File: src/rtl/spi_boot_pkg.sv
// Shared definitions for the SPI boot loader: FSM states,
// SPI peripheral register map and flash command opcodes.
package spi_boot_pkg;

    typedef enum logic [3:0] {
        S_IDLE,
        S_SELECT,
        S_CMD,
        S_ADDR_H,
        S_ADDR_M,
        S_ADDR_L,
        S_XFER,
        S_WAIT,
        S_READ,
        S_EMIT,
        S_DESELECT,
        S_FINISH
    } state_t;

    // SPI peripheral registers
    localparam logic [7:0] REG_CS   = 8'h10;
    localparam logic [7:0] REG_DATA = 8'h11;

    // Flash opcodes
    localparam logic [7:0] CMD_READ      = 8'h03;
    localparam logic [7:0] CMD_FAST_READ = 8'h0B;

    // Chip-select pattern that releases every device
    localparam logic [7:0] CS_NONE = 8'hFF;

    // Byte shifted out while clocking data in, and as the fast-read dummy
    localparam logic [7:0] FILL_BYTE = 8'hFF;

    // Last cycle index (from the read issue) at which read data is awaited
    localparam logic [1:0] READ_TMO_LAST = 2'd3;

endpackage

File: src/rtl/spi_boot_loader_if.sv
// Peripheral bus and received-byte stream of the SPI boot loader.
// master = loader side, slave = SPI peripheral plus byte consumer.
interface spi_boot_loader_if;

    logic [7:0] bus_addr;
    logic [7:0] bus_data;
    logic       bus_rw;
    logic       bus_cs;
    logic [7:0] bus_rdata;
    logic       bus_rdata_en;

    logic [7:0] byte_out;
    logic       byte_valid;
    logic       byte_ready;

    modport master (
        output bus_addr,
        output bus_data,
        output bus_rw,
        output bus_cs,
        input  bus_rdata,
        input  bus_rdata_en,
        output byte_out,
        output byte_valid,
        input  byte_ready
    );

    modport slave (
        input  bus_addr,
        input  bus_data,
        input  bus_rw,
        input  bus_cs,
        output bus_rdata,
        output bus_rdata_en,
        input  byte_out,
        input  byte_valid,
        output byte_ready
    );

endinterface

File: src/rtl/spi_bus_access.sv
// Single-cycle peripheral write/read issue plus the per-byte
// settle timer that is armed by every write.
module spi_bus_access #(
    parameter int BYTE_WAIT = 20
) (
    input  logic       clock_sys,
    input  logic       reset,
    input  logic       wr_req,
    input  logic       rd_req,
    input  logic [7:0] req_addr,
    input  logic [7:0] req_data,
    output logic       wait_done,
    output logic [7:0] bus_addr,
    output logic [7:0] bus_data,
    output logic       bus_rw,
    output logic       bus_cs
);

    localparam int TW = (BYTE_WAIT < 2) ? 1 : $clog2(BYTE_WAIT + 1);
    localparam logic [TW-1:0] LOAD = TW'(BYTE_WAIT);

    logic [TW-1:0] cnt_q;
    logic [TW-1:0] cnt_d;

    // Reload on each write, then count down the idle-bus cycles
    always_comb begin
        cnt_d = cnt_q;
        if (wr_req) begin
            cnt_d = LOAD;
        end else if (cnt_q != '0) begin
            cnt_d = cnt_q - 1'b1;
        end
    end

    // Timer register
    always_ff @(posedge clock_sys) begin
        if (reset) begin
            cnt_q <= '0;
        end else begin
            cnt_q <= cnt_d;
        end
    end

    // The final waiting cycle is the one where the count reads 1
    assign wait_done = (cnt_q <= TW'(1));

    // Bus idles at cs=1, rw=1, addr/data=0 unless an access is issued
    always_comb begin
        bus_cs   = 1'b1;
        bus_rw   = 1'b1;
        bus_addr = 8'h00;
        bus_data = 8'h00;
        if (wr_req) begin
            bus_cs   = 1'b0;
            bus_rw   = 1'b0;
            bus_addr = req_addr;
            bus_data = req_data;
        end else if (rd_req) begin
            bus_cs   = 1'b0;
            bus_addr = req_addr;
        end
    end

endmodule

File: src/rtl/spi_boot_loader.sv
// Streams a block of SPI flash through the SPI peripheral into a byte sink.
// Optional SPI_BOOT_FAST_READ_EN: opcode 0x0B plus one dummy byte.
module spi_boot_loader
    import spi_boot_pkg::*;
#(
    parameter logic [7:0] CS_MASK   = 8'hFE,
    parameter int         BYTE_WAIT = 20,
    parameter int         LEN_W     = 16
) (
    input  logic             clock_sys,
    input  logic             reset,
    input  logic             start,
    input  logic [23:0]      flash_addr,
    input  logic [LEN_W-1:0] length,
    output logic             busy,
    output logic             done,
    spi_boot_loader_if.master io
);

`ifdef SPI_BOOT_FAST_READ_EN
    localparam logic [7:0] CMD_OP    = CMD_FAST_READ;
    localparam logic       USE_DUMMY = 1'b1;
`else
    localparam logic [7:0] CMD_OP    = CMD_READ;
    localparam logic       USE_DUMMY = 1'b0;
`endif

    state_t           state_q, state_d;
    state_t           ret_q, ret_d;
    logic [23:0]      addr_q, addr_d;
    logic [LEN_W-1:0] rem_q, rem_d;
    logic [7:0]       byte_q, byte_d;
    logic [1:0]       tmo_q, tmo_d;
    logic             dummy_q, dummy_d;

    logic       wr_req;
    logic       rd_req;
    logic [7:0] req_addr;
    logic [7:0] req_data;
    logic       wait_done;

    spi_bus_access #(
        .BYTE_WAIT(BYTE_WAIT)
    ) u_access (
        .clock_sys(clock_sys),
        .reset    (reset),
        .wr_req   (wr_req),
        .rd_req   (rd_req),
        .req_addr (req_addr),
        .req_data (req_data),
        .wait_done(wait_done),
        .bus_addr (io.bus_addr),
        .bus_data (io.bus_data),
        .bus_rw   (io.bus_rw),
        .bus_cs   (io.bus_cs)
    );

    // Sequencer: one bus access per issuing state, shared WAIT returns via ret_q
    always_comb begin
        state_d  = state_q;
        ret_d    = ret_q;
        addr_d   = addr_q;
        rem_d    = rem_q;
        byte_d   = byte_q;
        tmo_d    = tmo_q;
        dummy_d  = dummy_q;
        wr_req   = 1'b0;
        rd_req   = 1'b0;
        req_addr = 8'h00;
        req_data = 8'h00;
        done     = 1'b0;

        unique case (state_q)
            S_IDLE: begin
                if (start) begin
                    if (length != '0) begin
                        addr_d  = flash_addr;
                        rem_d   = length;
                        state_d = S_SELECT;
                    end else begin
                        state_d = S_FINISH;
                    end
                end
            end
            S_SELECT: begin
                wr_req   = 1'b1;
                req_addr = REG_CS;
                req_data = CS_MASK;
                state_d  = S_CMD;
            end
            S_CMD: begin
                wr_req   = 1'b1;
                req_addr = REG_DATA;
                req_data = CMD_OP;
                ret_d    = S_ADDR_H;
                state_d  = S_WAIT;
            end
            S_ADDR_H: begin
                wr_req   = 1'b1;
                req_addr = REG_DATA;
                req_data = addr_q[23:16];
                ret_d    = S_ADDR_M;
                state_d  = S_WAIT;
            end
            S_ADDR_M: begin
                wr_req   = 1'b1;
                req_addr = REG_DATA;
                req_data = addr_q[15:8];
                ret_d    = S_ADDR_L;
                state_d  = S_WAIT;
            end
            S_ADDR_L: begin
                wr_req   = 1'b1;
                req_addr = REG_DATA;
                req_data = addr_q[7:0];
                dummy_d  = USE_DUMMY;
                ret_d    = S_XFER;
                state_d  = S_WAIT;
            end
            S_XFER: begin
                // A pending dummy byte loops back for one more fill write
                wr_req   = 1'b1;
                req_addr = REG_DATA;
                req_data = FILL_BYTE;
                dummy_d  = 1'b0;
                ret_d    = dummy_q ? S_XFER : S_READ;
                state_d  = S_WAIT;
            end
            S_WAIT: begin
                tmo_d = 2'd0;
                if (wait_done) begin
                    state_d = ret_q;
                end
            end
            S_READ: begin
                // Read issued on the first cycle; give up with 0x00 if no data
                rd_req   = (tmo_q == 2'd0);
                req_addr = REG_DATA;
                if (io.bus_rdata_en) begin
                    byte_d  = io.bus_rdata;
                    state_d = S_EMIT;
                end else if (tmo_q == READ_TMO_LAST) begin
                    byte_d  = 8'h00;
                    state_d = S_EMIT;
                end else begin
                    tmo_d = tmo_q + 2'd1;
                end
            end
            S_EMIT: begin
                if (io.byte_ready) begin
                    rem_d   = rem_q - 1'b1;
                    state_d = (rem_q == LEN_W'(1)) ? S_DESELECT : S_XFER;
                end
            end
            S_DESELECT: begin
                wr_req   = 1'b1;
                req_addr = REG_CS;
                req_data = CS_NONE;
                state_d  = S_FINISH;
            end
            S_FINISH: begin
                done    = 1'b1;
                state_d = S_IDLE;
            end
            default: begin
                state_d = S_IDLE;
            end
        endcase
    end

    // Sequencer registers; reset aborts any job straight to IDLE
    always_ff @(posedge clock_sys) begin
        if (reset) begin
            state_q <= S_IDLE;
            ret_q   <= S_IDLE;
            addr_q  <= '0;
            rem_q   <= '0;
            byte_q  <= 8'h00;
            tmo_q   <= 2'd0;
            dummy_q <= 1'b0;
        end else begin
            state_q <= state_d;
            ret_q   <= ret_d;
            addr_q  <= addr_d;
            rem_q   <= rem_d;
            byte_q  <= byte_d;
            tmo_q   <= tmo_d;
            dummy_q <= dummy_d;
        end
    end

    assign busy          = (state_q != S_IDLE);
    assign io.byte_valid = (state_q == S_EMIT);
    assign io.byte_out   = byte_q;

endmodule

File: src/flat_wrapper.sv
// flat-port wrapper written by rule: the top's interface ports become plain ports
module spi_boot_loader_flat import spi_boot_pkg::*;
#(
    parameter logic [7:0] CS_MASK   = 8'hFE,
    parameter int         BYTE_WAIT = 20,
    parameter int         LEN_W     = 16
)
  (clock_sys, reset, start, flash_addr, length, busy, done, io_bus_addr, io_bus_data, io_bus_rw, io_bus_cs, io_bus_rdata, io_bus_rdata_en, io_byte_out, io_byte_valid, io_byte_ready);
  spi_boot_loader_if io_i ();
  input  logic clock_sys;
  input  logic reset;
  input  logic start;
  input  logic [23:0] flash_addr;
  input  logic [LEN_W-1:0] length;
  output logic busy;
  output logic done;
  output wire logic [$bits(io_i.bus_addr)-1:0] io_bus_addr;
  output wire logic [$bits(io_i.bus_data)-1:0] io_bus_data;
  output wire logic [$bits(io_i.bus_rw)-1:0] io_bus_rw;
  output wire logic [$bits(io_i.bus_cs)-1:0] io_bus_cs;
  input wire logic [$bits(io_i.bus_rdata)-1:0] io_bus_rdata;
  input wire logic [$bits(io_i.bus_rdata_en)-1:0] io_bus_rdata_en;
  output wire logic [$bits(io_i.byte_out)-1:0] io_byte_out;
  output wire logic [$bits(io_i.byte_valid)-1:0] io_byte_valid;
  input wire logic [$bits(io_i.byte_ready)-1:0] io_byte_ready;
  assign io_bus_addr = io_i.bus_addr;
  assign io_bus_data = io_i.bus_data;
  assign io_bus_rw = io_i.bus_rw;
  assign io_bus_cs = io_i.bus_cs;
  assign io_i.bus_rdata = io_bus_rdata;
  assign io_i.bus_rdata_en = io_bus_rdata_en;
  assign io_byte_out = io_i.byte_out;
  assign io_byte_valid = io_i.byte_valid;
  assign io_i.byte_ready = io_byte_ready;
  spi_boot_loader #(.CS_MASK(CS_MASK), .BYTE_WAIT(BYTE_WAIT), .LEN_W(LEN_W)) u_core (.clock_sys(clock_sys), .reset(reset), .start(start), .flash_addr(flash_addr), .length(length), .busy(busy), .done(done), .io(io_i));
endmodule
File: config.mk
export PLATFORM = sky130hd
export DESIGN_NAME = spi_boot_loader_flat
export DESIGN_NICKNAME = d
export VERILOG_FILES = /design/src/rtl/spi_boot_pkg.sv /design/src/rtl/spi_boot_loader_if.sv /design/src/rtl/spi_bus_access.sv /design/src/rtl/spi_boot_loader.sv /design/src/flat_wrapper.sv
export SDC_FILE = /design/constraint.sdc
export NUM_CORES = 1
export LEC_CHECK = 0
export BUFFER_PORTS_ARGS = -buffer_cell sky130_fd_sc_hd__buf_4
export CORE_UTILIZATION = 36
export DETAILED_ROUTE_END_ITERATION = 7
export PLACE_DENSITY_LB_ADDON = 0.2
export SKIP_LAST_GASP = 1
export SLEW_MARGIN = 20
export SYNTH_ARGS = -nofsm -noshare
export SYNTH_HDL_FRONTEND = slang
export SYNTH_SLANG_ARGS = --single-unit
export TNS_END_PERCENT = 5
File: constraint.sdc
create_clock -name clock_sys -period 2.3 [get_ports clock_sys]
set_clock_uncertainty 0.05 [all_clocks]
set_input_delay 0.46 -clock clock_sys [delete_from_list [all_inputs] [get_ports clock_sys]]
set_output_delay 0.46 -clock clock_sys [all_outputs]
set_load 0.01 [all_outputs]
==> qor.yml, run 1 <==
drt:
  first_pass_iters: 4
  drc_errors: 0
  wl_per_cell_um: 14.03
  via_count: 3419
  postRouteAntennaNets: 0
  avgViaCountPerCell: 5.157
  drt_iter0_markers: 213
  finalWirelength_um: 9300
setup_path:
  cpPeakStageDelay_ps: 360
  worstPathArrival_ps: 1700
  path_common_cell: "buf_4"
  endpoint_kind: "output pin"
  critPathMaxFanout: 5
  reg2reg_depth: 6
  critPathKind: "flip-flop to output pin"
  cp_slowest_cell: "dfxtp_1"
  crit_required_ps: 1790
  worst_setup_path_start_kind: "flip-flop"
  path_cells: "buf_4 -> nor2_1 -> and3_1 -> a21oi_1 -> o21ai_0 -> buf_4"
global_routing:
  grt_max_degree: 40
  grt_pass1_wl_um: 15720
  grt_pass1_vias: 3303
  grt_use_met3: 0.05176
  grt_usage: 0.1922
  grt.met1_usage: 0.2467
  grt-ovfl-total: 0
  busiest_layer: "met2"
  antenna_found_initial: 0
  use_met2: 0.3144
power_and_ir_drop:
  power.total_w: 0.004448
  max-vdd-ir-drop_mv: 0.3426
  p_leak_nw: 1.841
  powerDensity_nw_per_um2: 982.8
synthesis:
  ys_ff_latch: 63
  syn-cell-area_sq_um: 3575
  synth_edf_count: 0
  synth_area_per_cell_sq_um: 7.891
  yosysWarnings: 0
  seq_area_frac_synth: 0.3528
  async_flop_share: 0
  synth_flop_cell: "dfxtp_1"
  yosysUniqueCellTypes: 64
  synth_cells: 453
clock_network:
  cts-root-buf: "clkbuf_8"
  numCtsBuffers: 9
  path_clk_slew_ps: 70
  clk_latency_ps: 340
  clock_sink_count: 63
  postCtsHoldBufs: 0
  cts.path.max_buffers: 2
  cts_tree: "done"
  htreeDepth: 3
layout:
  final_common_cell: "buf_4"
  n_antenna_cell: 0
  area_growth_pct: 26.60
  final_cell_mix: "buf_4 (89), nor2_1 (77), dfxtp_1 (60), a21oi_1 (39), nand2_1 (33)"
  drive_gt1_frac: 0.2453
  final_core_util: 0.4673
  fin_nets: 584
floorplanning:
  die_y_um: 101.6
  initial_core_util: 0.3691
  core_area_sq_um: 9684
  row_count: 36
  dieArea_sq_um: 10330
  io_pins: 82
  die_w_um: 101.6
hold_path:
  whs_path_depth: 3
  min_path_type: "primary input to flip-flop"
sta:
  rsz0062_at_grt: "true"
  maxSlewHeadroom: 0.6234
  min_period_ps: 2205
  tightestPinTransition_ps: 561.1
  max_clock_freq_mhz: 453.5
  hold_viol_final: 0
  finalSetupViolations: 0
  finalCritPeriodShare: 0.9587
  report.final.slew_viol_count: 0
placed_design:
  gp_congestion: 0.8381
  place_hpwl_um: 6580
  place.port_buffers: 75
run_status:
  outcome: "finished, final reports clean"
run:
  cap_violations: 0
-- sequential cells by signal (all words and copies together), names as in the netlist --
register and cells:
u_core.u_access.cnt_q 5, u_core.rem_q 16, u_core.tmo_q 2, u_core.state_q 4, u_core.io.byte_out 8, u_core.addr_q 24
u_core.ret_q 4
-- critical path: cells and delay by family, from the launching register on --
kind,cells,cell delay (ps)
buf+inv,2,320
simple gates,2,460
compound gates,2,210
flops,1,360
-- routing by layer --
metal | part of all wire | vias to the layer above
met5 | 0 | -
met3 | 0.057 | 9
met4 | 0.011 | 0
met1 | 0.47 | 1575
li1 | - | 1747
met2 | 0.46 | 88
-- power by group --
part | switching (W) | total (W) | leakage (nW) | internal [W]
logic | 0.00104 | 0.00194 | 1.22 | 0.000905
clock network | 0.000437 | 0.00102 | 0.109 | 0.000587
registers | 0.000189 | 0.00148 | 0.517 | 0.00129
total | 0.00167 | 0.00445 | 1.84 | 0.00278
-- what timing repair did --
| action | in CTS | in global routing |
|---|---|---|
| resized for setup | 3 | 13 |
| endpoints found under the setup margin | 12 | 13 |
| buffers inserted | 0 | 0 |
-- stage by stage --
step,worst slack [ps],setup TNS (ps),cells,hold WS [ps],area [sq um]
after floorplan,288.1,0,458,399.1,3593
after global placement,16.94,0,647,420.6,4260
after detailed placement,10.86,0,647,424.9,4260
after CTS,-75.86,-492.0,663,290.5,4476
after global routing,-47.62,-131.3,663,292.6,4526
final,94.93,0,663,299.6,4526
-- kinds of logic after synthesis --
group,share of synthesized area
flip-flops,0.3528
XOR/XNOR,0.007352
adder cells (fa/ha/maj),0.02100
buffers and inverters,0.08400
AO/OA/AOI/OAI,0.2265
AND/OR/NAND/NOR,0.2314
other,0.001049
multiplexers,0.07595
-- Yosys cell counts (3+ instances only) --
| cell type | number | area, sq um |
|---|---|---|
| o21ai_1 | 17 | 85.08 |
| a22o_1 | 3 | 26.28 |
| buf_2 | 4 | 20.02 |
| ha_1 | 6 | 75.07 |
| clkbuf_1 | 21 | 78.83 |
| a21o_1 | 3 | 22.52 |
| dfxtp_1 | 63 | 1261 |
| nand3_1 | 5 | 25.02 |
| o22ai_1 | 7 | 43.79 |
| nor4_1 | 8 | 50.05 |
| or4_1 | 3 | 22.52 |
| nor2b_1 | 3 | 18.77 |
| nor2_1 | 79 | 296.5 |
| a22oi_1 | 10 | 75.07 |
| a211oi_1 | 3 | 22.52 |
| mux2i_1 | 26 | 260.3 |
| nand4_1 | 7 | 43.79 |
| o311ai_0 | 3 | 26.28 |
| buf_6 | 4 | 45.04 |
| inv_1 | 16 | 60.06 |
| a21oi_1 | 39 | 195.2 |
| and3_1 | 3 | 18.77 |
| o21ai_0 | 15 | 75.07 |
| nand2b_1 | 9 | 56.30 |
| o32ai_1 | 3 | 26.28 |
| nor3_1 | 7 | 35.03 |
| nand2_1 | 33 | 123.9 |
| buf_4 | 6 | 45.04 |
| o21a_1 | 3 | 22.52 |
-- layout make-up --
| cell class | count | area (sq um) |
|---|---|---|
| inverters | 19 | 75.07 |
| clock inverters | 3 | 40.04 |
| multi-input cells | 339 | 2077 |
| well taps | 133 | 166.4 |
| flip-flops and latches | 63 | 1267 |
| repair buffers | 93 | 730.7 |
| fillers | 965 | 5159 |
| clock buffers | 13 | 168.9 |
-- final timing paths --
path | startpoint | endpoint | slack, ps
worst max-delay path | u_core.state_q[2] | io_bus_addr[0] | 90
worst max register to register | u_core.rem_q[0] | u_core.rem_q[12] | 180
worst min-delay path | flash_addr[5] | u_core.addr_q[5] | 300
worst min register to register | u_core.ret_q[0] | u_core.ret_q[0] | 440
Note: power is estimated with default switching activity, not from simulation.
==> inputs of run 2 (changes only) <==
--- a/config.mk
+++ b/config.mk
@@ -6,7 +6,7 @@
 export NUM_CORES = 1
 export LEC_CHECK = 0
 export BUFFER_PORTS_ARGS = -buffer_cell sky130_fd_sc_hd__buf_4
-export CORE_UTILIZATION = 36
+export CORE_UTILIZATION = 35
 export DETAILED_ROUTE_END_ITERATION = 7
 export PLACE_DENSITY_LB_ADDON = 0.2
 export SKIP_LAST_GASP = 1
==> run 2 against run 1 <==
  * Clock power shrank 6%
  * Global-route usage shrank 0.062 points
  * Clock-buffer cell count shrank 3
  * Sequential share of layout area shrank 0.092 points
  * Total power shrank 1.6%
  * Maximum frequency shrank 2.6%
  * Largest power group unchanged
  * Worst hold slack lost 4.5 ps
  * Critical endpoint is now io_bus_data[5]
==> qor.yml, run 2 (synthesis results as in run 1) <==
sta:
  hold_viol_final: 0  # unchanged
  max_clock_freq_mhz: 441.8  # -2.6%
  report.final.slew_viol_count: 0  # unchanged
  tns_ps: 0  # unchanged
  finalSetupViolations: 0  # unchanged
  rsz0062_at_grt: "true"
  fin_hold_ws_ps: 295.1  # -4.478 ps
  min_period_ps: 2263  # +58.31 ps
  maxSlewHeadroom: 0.5924  # -0.03103
  tightestPinTransition_ps: 610.8  # +49.66 ps
  finalCritPeriodShare: 0.9841  # +0.02535
global_routing:
  grt.met1_usage: 0.2391  # -0.007615
  grt-ovfl-total: 0  # unchanged
  grt_use_met3: 0.05424  # +0.002477
  grt_max_degree: 40  # unchanged
  antenna_found_initial: 0  # unchanged
  busiest_layer: "met2"
  grt_pass1_wl_um: 15800  # +0.53%
  grt_usage: 0.1916  # -0.0006160
  grt_pass1_vias: 3383  # +2.4%
  use_met2: 0.3128  # -0.001629
layout:
  finalInstanceArea_sq_um: 4518  # -0.17%
  largest_register: "u_core.addr_q"
  final_cell_mix: "buf_4 (89), nor2_1 (77), dfxtp_1 (63), a21oi_1 (39), nand2_1 (33)"
  final_core_util: 0.4601  # -0.007196
  area_growth_pct: 26.39
  n_antenna_cell: 0  # unchanged
  final_common_cell: "buf_4"
  fin_nets: 585  # +0.17%
  n_fill_cell: 1029  # +6.6%
  drive_gt1_frac: 0.2411  # -0.004228
  largest_reg_flops: 24  # unchanged
drt:
  drt_iter0_markers: 214  # +0.47%
  wl_per_cell_um: 14.33  # +2.1%
  drc_errors: 0  # unchanged
  via_count: 3477  # +1.7%
  first_pass_iters: 5  # +1
  finalWirelength_um: 9514  # +2.3%
  avgViaCountPerCell: 5.236  # +1.5%
  postRouteAntennaNets: 0  # unchanged
floorplanning:
  dieArea_sq_um: 10620  # +2.8%
  io_pins: 82  # unchanged
  die_w_um: 103.1  # +1.4%
  row_count: 36  # unchanged
  die_y_um: 103.1  # +1.4%
  core_area_sq_um: 9819  # +1.4%
  initial_core_util: 0.3640  # -0.005080
power_and_ir_drop:
  p_leak_nw: 1.823  # -1.0%
  powerDensity_nw_per_um2: 968.6  # -1.5%
  max-vdd-ir-drop_mv: 0.5487  # +60%
hold_path:
  worstHoldEndpoint: "u_core.addr_q[13]"
  min_path_type: "primary input to flip-flop"
  hold_start: "flash_addr[13]"
  whs_path_depth: 3  # unchanged
clock_network:
  cts.path.max_buffers: 2  # unchanged
  cts-root-buf: "clkbuf_8"
  clk_latency_ps: 350  # about the same
  path_clk_slew_ps: 80  # about the same
  clock_sink_count: 63  # unchanged
  numCtsBuffers: 9  # unchanged
  cts_tree: "done"
  htreeDepth: 3  # unchanged
run:
  cap_violations: 0  # unchanged
setup_path:
  critPathKind: "flip-flop to output pin"
  reg2reg_depth: 6  # unchanged
  crit_required_ps: 1790  # about the same
  critPathMaxFanout: 35  # +30
  worstPathArrival_ps: 1750  # +50 ps
  worst_setup_path_start_kind: "flip-flop"
  r2r_slack_ps: 120  # -60 ps
  endpoint_kind: "output pin"
  reg2reg_from: "u_core.rem_q[0]"
  r2r-end: "u_core.rem_q[12]"
placed_design:
  place_hpwl_um: 6658  # +1.2%
  place.port_buffers: 75  # unchanged
  placed_area_sq_um: 4218  # -1.0%
  gp_congestion: 0.8829  # +5.3%
run_status:
  outcome: "finished, final reports clean"
[run 2: cell types whose count changed in the layout (fill, tap and decap cells not counted), moves of 2 or more]
cell        before  now
clkbuf_8        12    9
clkinv_2         2    0
clkinv_4         0    3
clkinvlp_4       1    3
dfxtp_1         60   63
dfxtp_2          2    0
[run 2: through the flow]
stage                     cells  total power [W]  setup slack (ps)
after global routing        664         0.004706            -46.56
after CTS                   660         0.004355            -49.28
final                       664         0.004376             36.62
after global placement      643         0.003325             67.55
after detailed placement    643         0.003349             106.5
after floorplan             458         0.002791             288.1
[run 2: repair_timing]
| item | in CTS | in global routing |
|---|---|---|
| setup endpoints to repair | 10 | 12 |
| hold buffers | 0 | 0 |
| resized for setup | 3 | 13 |
| buffers inserted | 1 | 4 |
| hold endpoints to repair | 0 | 0 |
| gates cloned | 0 | 0 |
[run 2: worst max-delay path by stage]
| stage | startpoint | end | slack (ps) | cells after the start |
|---|---|---|---|---|
| floorplan | u_core.state_q[3] | io_bus_data[5] | 290 | 6 |
| global placement | length[10] | u_core.rem_q[10] | 70 | 8 |
| detailed placement | length[10] | u_core.rem_q[12] | 110 | 7 |
| CTS | u_core.state_q[2] | io_bus_data[2] | -50 | 6 |
| global route | u_core.state_q[0] | io_bus_data[2] | -50 | 5 |
| finish | u_core.state_q[0] | io_bus_data[5] | 40 | 5 |
[run 2: critical path: stages (launching register included)]
cell and delay [ps]:
dfxtp_1 350, buf_6 280, nor2b_2 340, a21oi_1 130, o22ai_1 160, buf_4 150
[run 2: report_power, final]
group / switching (W) / total [W] / internal, W
clock: 0.000458 / 0.000963 / 0.000506
combinational: 0.00108 / 0.00196 / 0.000887
sequential: 0.000163 / 0.00145 / 0.00128
[run 2: layout make-up]
| cell class | instances | area (sq um) | area share |
|---|---|---|---|
| Inverter | 19 | 75.07 | 0.01662 |
| Sequential cell | 63 | 1261 | 0.2791 |
| Multi-Input combinational cell | 339 | 2071 | 0.4583 |
| Tap cell | 133 | 166.4 | 0.03683 |
| Clock buffer | 10 | 127.6 | 0.02825 |
| Timing Repair Buffer | 94 | 745.7 | 0.1651 |
| Clock inverter | 6 | 71.32 | 0.01579 |
[run 2: per-layer routing]
layer / up-vias / wire (um)
met1: 1626 / 4330
met5: - / 0
met2: 96 / 4486
met3: 15 / 547
li1: 1740 / -
met4: 0 / 150
==> inputs of run 3 (changes only) <==
==> constraint.sdc (replaced) <==
create_clock -name clock_sys -period 2.3 [get_ports clock_sys]
set_clock_uncertainty 0.05 [all_clocks]
set_input_delay 0.345 -clock clock_sys [delete_from_list [all_inputs] [get_ports clock_sys]]
set_output_delay 0.345 -clock clock_sys [all_outputs]
set_load 0.01 [all_outputs]
==> run 3 against run 2 <==
  * Worst hold slack worse by 110 ps
  * Clock power is 7.6% lower
  * Core utilization is 1.1 points lower
  * Highest routed layer unchanged
  * Register-to-register slack worse by 30 ps
  * Total power is 3.2% lower
  * Non-clock buffer count is 5 lower
  * Combinational power is 3% lower
==> qor.yml, run 3 (synthesis results as in run 1) <==
global_routing:
  grt_max_degree: 40  # unchanged
  antenna_found_initial: 0  # unchanged
  grt-ovfl-total: 0  # unchanged
  grt_pass1_wl_um: 15350  # -2.9%
  grt_usage: 0.1833  # -0.008220
  grt_pass1_vias: 3214  # -5.0%
setup_path:
  reg2reg_from: "u_core.rem_q[0]"
  r2r_slack_ps: 90  # -30 ps
  endpoint_kind: "output pin"
  crit_required_ps: 1900  # +110 ps
  critPathKind: "flip-flop to output pin"
  worst_setup_path_start_kind: "flip-flop"
  r2r-end: "u_core.rem_q[12]"
  critPathMaxFanout: 35  # unchanged
  worstPathArrival_ps: 1820  # +70 ps
  reg2reg_depth: 6  # unchanged
  startpoint: "u_core.state_q[0]"
layout:
  multiInputGateArea_sq_um: 2043  # -1.3%
  final_common_cell: "buf_4"
  fin_nets: 580  # -0.85%
  n_fill_cell: 1027  # -0.19%
  final_cell_mix: "buf_4 (87), nor2_1 (78), dfxtp_1 (63), a21oi_1 (39), nand2_1 (33)"
  drive_gt1_frac: 0.2281  # -0.01292
  regArea_sq_um: 1261  # unchanged
  n_antenna_cell: 0  # unchanged
  area_growth_pct: 23.24
  finalInstanceArea_sq_um: 4405  # -2.5%
  largest_register: "u_core.addr_q"
  largest_reg_flops: 24  # unchanged
sta:
  finalSetupViolations: 0  # unchanged
  tns_ps: 0  # unchanged
  rsz0062_at_grt: "true"
  hold_viol_final: 0  # unchanged
  fin_hold_ws_ps: 182.9  # -112.2 ps
  min_period_ps: 2211  # -52.44 ps
  max_clock_freq_mhz: 452.3  # +2.4%
  finalCritPeriodShare: 0.9613  # -0.02280
  report.final.slew_viol_count: 0  # unchanged
  tightestPinTransition_ps: 578.2  # -32.58 ps
  maxSlewHeadroom: 0.6141  # +0.02175
run_status:
  outcome: "finished, final reports clean"
floorplanning:
  row_count: 36  # unchanged
  dieArea_sq_um: 10620  # unchanged
  die_y_um: 103.1  # unchanged
  core_area_sq_um: 9819  # unchanged
  die_w_um: 103.1  # unchanged
  initial_core_util: 0.3640  # unchanged
  io_pins: 82  # unchanged
drt:
  drt_iter0_markers: 246  # +15%
  drc_errors: 0  # unchanged
  via_count: 3384  # -2.7%
  postRouteAntennaNets: 0  # unchanged
  first_pass_iters: 4  # -1
  finalWirelength_um: 9142  # -3.9%
  avgViaCountPerCell: 5.135  # -1.9%
  wl_per_cell_um: 13.87  # -3.2%
power_and_ir_drop:
  clkPwrFrac: 0.210  # -0.010
  p_sw_w: 0.001690  # -0.52%
  combPwrFrac: 0.450  # about the same
  powerDensity_nw_per_um2: 961.3  # -0.75%
  swShare: 0.3990  # +0.01081
  internal_power_w: 0.002545  # -4.9%
  pwr-share-seq: 0.340  # +0.009
  max-vdd-ir-drop_mv: 0.4271  # -22%
  p_leak_nw: 1.785  # -2.1%
clock_network:
  cts_tree: "done"
  cts-root-buf: "clkbuf_8"
  numCtsBuffers: 9  # unchanged
  htreeDepth: 3  # unchanged
  clk_latency_ps: 340  # about the same
  clock_sink_count: 63  # unchanged
  postCtsHoldBufs: 0  # unchanged
  cts.path.max_buffers: 2  # unchanged
  path_clk_slew_ps: 80  # about the same
hold_path:
  min_path_type: "primary input to flip-flop"
  hold_start: "io_bus_rdata[1]"
  whs_path_depth: 3  # unchanged
  worstHoldEndpoint: "u_core.io.byte_out[1]"
placed_design:
  place.port_buffers: 75  # unchanged
  gp_congestion: 0.8557  # -3.1%
  place_hpwl_um: 6426  # -3.5%
  placed_area_sq_um: 4203  # -0.36%
run:
  cap_violations: 0  # unchanged
## run 3: through the flow
| stage | instances | setup slack (ps) | utilization | power, W |
|---|---|---|---|---|
| after floorplan | 458 | 365.5 | - | 0.002791 |
| after global placement | 641 | 87.29 | 0.4280 | 0.003317 |
| after detailed placement | 641 | 105.6 | 0.4280 | 0.003327 |
| after CTS | 659 | -19.27 | 0.4478 | 0.004268 |
| after global routing | 659 | -63.83 | 0.4486 | 0.004556 |
| final | 659 | 89.06 | 0.4486 | 0.004235 |
## run 3: critical path: stages (launching register included)
cell	delay (ps)
dfxtp_1	330
buf_4	320
nor2b_1	300
a31oi_1	120
o22ai_1	220
buf_4	160
## run 3: worst max-delay path by stage
stage,end,depth (start not counted)
floorplan,u_core.rem_q[12],6
global placement,u_core.rem_q[12],6
detailed placement,u_core.rem_q[12],6
CTS,io_bus_data[6],5
global route,u_core.rem_q[12],6
finish,io_bus_data[1],5
## run 3: metal layers
| layer | vias up | track usage | routed length (um) |
|---|---|---|---|
| li1 | 1728 | - | - |
| met1 | 1545 | 0.2438 | 4319 |
| met2 | 100 | 0.2923 | 4197 |
| met3 | 11 | 0.04814 | 493 |
| met4 | 0 | 0.05200 | 131 |
| met5 | - | 0 | 0 |
## run 3: final cells by class
| class | instances | area share |
|---|---|---|
| repair buffers | 89 | 0.1554 |
| clock inverters | 7 | 0.01250 |
| inverters | 19 | 0.01619 |
| flip-flops and latches | 63 | 0.2863 |
| clock buffers | 9 | 0.02812 |
| multi-input cells | 339 | 0.4638 |
| well taps | 133 | 0.03777 |
## run 3: timing repair
action	4_1_cts	5_1_grt
setup buffers	2	0
endpoints found under the setup margin	4	12
pin swaps	0	0
gates resized for setup	0	3
## run 3: power by group through the flow
stage / Combinational [W] / Clock, W / Sequential (W)
3_3_place_gp: 0.00186 / 0 / 0.00145
4_1_cts: 0.00191 / 0.000922 / 0.00144
3_5_place_dp: 0.00187 / 0 / 0.00146
2_1_floorplan: 0.00137 / 0 / 0.00142
5_1_grt: 0.00213 / 0.000958 / 0.00147
6_report: 0.00191 / 0.000890 / 0.00144
